**src/rtl/irq_pending.sv**
```systemverilog
// Request capture stage ahead of the 8-to-3 priority encoder: synchronizes request lines,
// latches rising edges into sticky pending bits, masks them, and clears one bit per ack.
module irq_pending #(
   parameter int unsigned SYNC_STAGES = 2
) (
   input  logic       clk,
   input  logic       rst,
   input  logic [7:0] req_in,
   input  logic       mask_we,
   input  logic [7:0] mask_din,
   input  logic       ack,
   input  logic [2:0] ack_code,
   output logic [7:0] pend,
   output logic [7:0] raw_pend,
   output logic [7:0] overrun,
   output logic       irq
);

   logic [7:0] sync_q [SYNC_STAGES];
   logic [7:0] prev_q;
   logic [7:0] raw_q, raw_d;
   logic [7:0] ovr_q, ovr_d;
   logic [7:0] mask_q, mask_d;
   logic [7:0] rise;
   logic [7:0] clr;

   assign rise = sync_q[SYNC_STAGES-1] & ~prev_q;
   assign clr  = ack ? (8'b1 << ack_code) : 8'b0;

   // A fresh edge always wins; if it coincides with its own ack it is a new request, not an overrun.
   always_comb begin
      raw_d  = raw_q;
      ovr_d  = ovr_q;
      mask_d = mask_we ? mask_din : mask_q;
      for (int i = 0; i < 8; i++) begin
         if (rise[i]) begin
            raw_d[i] = 1'b1;
            if (clr[i]) begin
               ovr_d[i] = 1'b0;
            end else if (raw_q[i]) begin
               ovr_d[i] = 1'b1;
            end
         end else if (clr[i]) begin
            raw_d[i] = 1'b0;
            ovr_d[i] = 1'b0;
         end
      end
   end

   always_ff @(posedge clk or posedge rst) begin
      if (rst) begin
         sync_q <= '{default: '0};
         prev_q <= '0;
         raw_q  <= '0;
         ovr_q  <= '0;
         mask_q <= 8'hff;
      end else begin
         sync_q[0] <= req_in;
         for (int s = 1; s < SYNC_STAGES; s++) begin
            sync_q[s] <= sync_q[s-1];
         end
         prev_q <= sync_q[SYNC_STAGES-1];
         raw_q  <= raw_d;
         ovr_q  <= ovr_d;
         mask_q <= mask_d;
      end
   end

   assign raw_pend = raw_q;
   assign overrun  = ovr_q;
   assign pend     = raw_q & mask_q;
   assign irq      = |pend;

endmodule
```
**config.mk**
```make
export PLATFORM = sky130hd
export DESIGN_NAME = irq_pending
export DESIGN_NICKNAME = d
export VERILOG_FILES = /design/src/rtl/irq_pending.sv
export SDC_FILE = /design/constraint.sdc
export NUM_CORES = 1
export LEC_CHECK = 0
export CORE_MARGIN = 1.5
export CORE_UTILIZATION = 48
export CTS_BUF_LIST = sky130_fd_sc_hd__clkbuf_2 sky130_fd_sc_hd__clkbuf_4 sky130_fd_sc_hd__clkbuf_8
export DETAILED_ROUTE_END_ITERATION = 7
export GPL_ROUTABILITY_DRIVEN = 0
export PLACE_DENSITY = 0.89
export REMOVE_ABC_BUFFERS = 1
export SYNTH_ARGS = -nofsm -noshare
export SYNTH_HDL_FRONTEND = slang
export SYNTH_SLANG_ARGS = --single-unit
export TNS_END_PERCENT = 100
```
**constraint.sdc**
```tcl
create_clock -name clk -period 2.5 [get_ports clk]
set_input_delay 0.5 -clock clk [delete_from_list [all_inputs] [get_ports clk]]
set_output_delay 0.5 -clock clk [all_outputs]
set_load 0.005 [all_outputs]
```
Word-level counts from Yosys, hierarchy flattened

Index checks and enable logic that the tools add are counted.

$add $sub $neg: 0
Multiply operators: 0
Divide/modulo/power cells: 0
Order comparisons: 0
Equality and inequality tests: 0
Shift-type cells: 1
Muxes and demuxes: 41
Bitwise operators: 3
Reduce and logical (&&, ||, !) cells: 25

Operators with widths:

| cell                | number |
|---|---|
| $mux 1              | 40 |
| $reduce_bool 2->1   | 16 |
| $and 8x8->8         | 2 |
| $reduce_and 2->1    | 8 |
| $mux 8              | 1 |
| $not 8->8           | 1 |
| $reduce_or 8->1     | 1 |
| $shl 1x3->8 const A | 1 |

Flip-flop bits (word level): 48
Latch bits: 0
Bits in writable memories: 0
ROM bits: 0
Input bits: 23
Logic and storage cells: 90
Memories kept: 0

Logic depth before layout (Yosys ltp)

Gate-level depths: netlist of run 1.

Word-level depth: 4
Depth in mapped cells: 3
Gate-level depth less buffers: 3

Worst setup path after synthesis of run 1

Ideal clock, no wire load.

Path type: register to output
Start point: register raw_q[3] (netlist: raw_pend[3])
End point: output port irq
Arrival: 1.527 ns
Required time: 2.000 ns
Slack: 0.473 ns
Stages on the path, launching flop included: 4
Path through: dfrtp_1 and2_4 or4_1 or4_1

Word-level cells in the longest chain between the ends: 2

Ends and longest elaborated chain:

| item                   | line | RTL |
|---|---|---|
| from (decl)            | 21   | `logic [7:0] raw_q, raw_d;` |
| from (signal assigned) | 63   | `raw_q <= raw_d;` |
| $and 8x8->8            | 71   | `assign pend = raw_q & mask_q;` |
| named net pend[3]      | 13   | `output logic [7:0] pend,` |
| $reduce_or 8->1        | 72   | `assign irq = \|pend;` |
| to (decl)              | 16   | `output logic irq` |

The timed path passes the listed nets, and every way through them passes these cells.

Worst setup path in the final report of run 1

Start point: register raw_q[0] (netlist: raw_pend[0])
End point: output port irq

Word-level cells in the longest chain between the ends: 2

Ends and longest elaborated chain:

| item            | line |
|---|---|
| $and 8x8->8     | 71 |
| $reduce_or 8->1 | 72 |

Every way passes these cells.

==> results of run 1 <==
-- power breakdown --
group          total [mW]  leakage (nW)  switching [mW]  internal (mW)
logic               0.248         0.374          0.0861          0.162
clock network       0.379        0.0394           0.218          0.161
registers           0.882         0.524          0.0352          0.847
total                1.51         0.937           0.339           1.17
-- per-stage QoR --
step           hold slack, ps  worst slack (ps)
6_report                359.8             58.33
5_1_grt                 376.1            -6.635
4_1_cts                 364.3             19.27
3_5_place_dp            334.7             49.82
3_3_place_gp            332.0             56.49
2_1_floorplan           331.2             473.5
-- flip-flops by register name, summed over array words and instances, names as in the netlist --
register and count:
mask_q 8, overrun 8, prev_q 8, raw_pend 8, sync_q 16
-- critical path: cells and delay by family (launching register included) --
kind | cells | cell delay [ps]
DFF | 1 | 400
buffers and inverters | 1 | 140
and+or+nand+nor | 3 | 1050
-- metal layers --
| layer | track usage [%] | up-vias | part of all wire [%] |
|---|---|---|---|
| li1 | - | 507 | - |
| met1 | 22.19 | 542 | 41 |
| met2 | 29.62 | 38 | 51 |
| met3 | 5.590 | 5 | 5.7 |
| met4 | 9.119 | 0 | 2.3 |
| met5 | 0 | - | 0 |
-- how the worst max path moves through the flow --
stage / depth (start not counted) / startpoint / slack [ps] / end
floorplan: 3 / raw_pend[3] / 470 / irq
global placement: 4 / raw_pend[3] / 60 / irq
detailed placement: 4 / raw_pend[3] / 50 / irq
CTS: 4 / raw_pend[0] / 20 / irq
global route: 4 / raw_pend[3] / -7 / irq
finish: 4 / raw_pend[0] / 60 / irq
-- cell type report --
| type | instances | area [um2] |
|---|---|---|
| flip-flops and latches | 48 | 1211 |
| clock buffers | 8 | 66.31 |
| multi-input cells | 58 | 416.7 |
| fillers | 248 | 1060 |
| repair buffers | 51 | 495.5 |
| inverters | 8 | 30.03 |
| well taps | 46 | 57.56 |
-- cell families (layout without fill, tap and decap cells) --
logic type	after synthesis	in the layout	share of synthesized area, %
AO/OA/AOI/OAI	23	23	9.187
buffers and inverters	9	67	2.033
AND/OR/NAND/NOR	27	27	10.47
flip-flops	48	48	72.89
multiplexers	8	8	5.422
-- cell usage in the layout (no fill, tap or decap), drive strengths merged, types with 5 or more instances in the layout --
master,n
and2,8
o21ai,11
mux2,8
buf,5
nor3b,5
nand2b,5
dfstp,8
clkbuf,8
clkdlybuf4s50,46
inv,8
dfrtp,40
-- repair_timing --
action | 4_1_cts | 5_1_grt
hold buffers | 0 | 0
pin swaps | 2 | 1
setup endpoints to repair | 1 | 1
gates resized for setup | 4 | 0
gates cloned | 0 | 0
==> summary.txt, run 1 <==
post-synth top area cell -> dfrtp_1
Clock Latency Late Sink -> 360 ps
row count -> 21
Fin Setup TNS -> 0 ps
peak supply drop -> 0.4881 mV
sequential area share after synthesis -> 72.89%
Root Driver -> clkbuf_4
Crit path required time -> 2000 ps
Max Clk Rate -> 409.6 MHz
CP most frequent cell -> or4_1
critical path endpoint category -> output port
Netlist cell types -> 23
ys flop type -> dfrtp_1
Vias/cell -> 4.986
DRC viols -> 0
outcome -> complete, no violations
CP startpoint kind -> flip-flop
WL/cell -> 14.33 um
crit-path max cell delay -> 510 ps
HPWL Detailed -> 2354 um
Synth top area share -> 60.24%
Vias -> 1092
Final Cycle Share -> 97.67%
chip height -> 61.84 um
Arr. time, crit path -> 1940 ps
first-pass GRT wire length -> 4774 um
Worst Min Path Start -> sync_q[9]
final setup violation count -> 0
Post-DRT Antenna Nets -> 0
FF-to-FF End -> overrun[3]
R2R Setup Slk -> 1550 ps
total core area -> 3337 um2
initial antenna violation count -> 0
crit-path cells -> and2_4, or4_1, or4_1, buf_2
commonest cells in the netlist -> dfrtp_1 (40), o21ai_0 (11), dfstp_2 (8), inv_1 (8), mux2_2 (8)
DR pass1 iterations -> 4
# H-tree levels -> 2
R2R depth -> 3
critical path type -> reg2out
initial core utilization -> 49.79%
Finished Cell Area -> 2277 um2
power per cell area -> 662.8 nW/um2
P_leak -> 0.9372 nW
Worst slew margin -> 63.54%
Max stage delay cell, worst path -> or4_1
Net count, final -> 195
die area -> 3824 um2
DRT iter0 DRCs -> 40
CTS tree -> done
Hold Path Class -> reg2reg
proportion of layout cells with a drive suffix above 1 -> 20.23%
# placed instances -> 211
Clock Tree Buf Depth -> 2
Hold Fails Final Rpt -> 0
Slew Viols, Final -> 0
Die W -> 61.84 um
Antenna Cells -> 0
Final min period -> 2442 ps
RSZ-0062 raised after global routing -> yes
Global Route Usage Sum -> 18.22%
TritonCTS Buffers -> 5
Post-CTS Setup Bufs -> 0
PortBufs -> 47
cell count after synthesis -> 115
FF+latch count, synth -> 48
total power draw -> 1.509 mW
Hold EP -> sync_q[1]
clock slew at reported path FFs -> 120 ps
area post-placement -> 2216 um2
Least-Margin Pin Slew -> 547.0 ps
largest net degree at the start of global routing -> 49
Avg Synthesized Cell Area -> 14.45 um2
final WL -> 3138 um
non-filler cells, final -> 219
EDFF count, synth -> 0
Yosys Warn Count -> 0
count leader, synth -> dfrtp_1
Clock Sinks -> 48
vias in the first global route -> 1077
largest fanout on the critical path -> 2
GRT overflow -> 0
clock skew -> 6.731 ps
max cap viols -> 0
FFs w/ async S/R, synth -> 100.0%
worst reg2reg path startpoint -> raw_pend[3]
IO Pins -> 48
Hold Path Stages -> 0
fin util -> 68.24%
Synth-to-Final Area Change -> 37.05%
Post-Syn Area -> 1662 um2
Area contributors post-synth -> dfrtp_1 (60%), dfstp_2 (13%), mux2_2 (5.4%)
No activity file was read; power rests on OpenSTA's default activity.
==> inputs of run 2 (changes only) <==
Settings changed: CTS_CLUSTER_DIAMETER set to 40.
==> results of run 2 <==
Same layout as run 1: the final DEF is identical, and so are final timing and power.
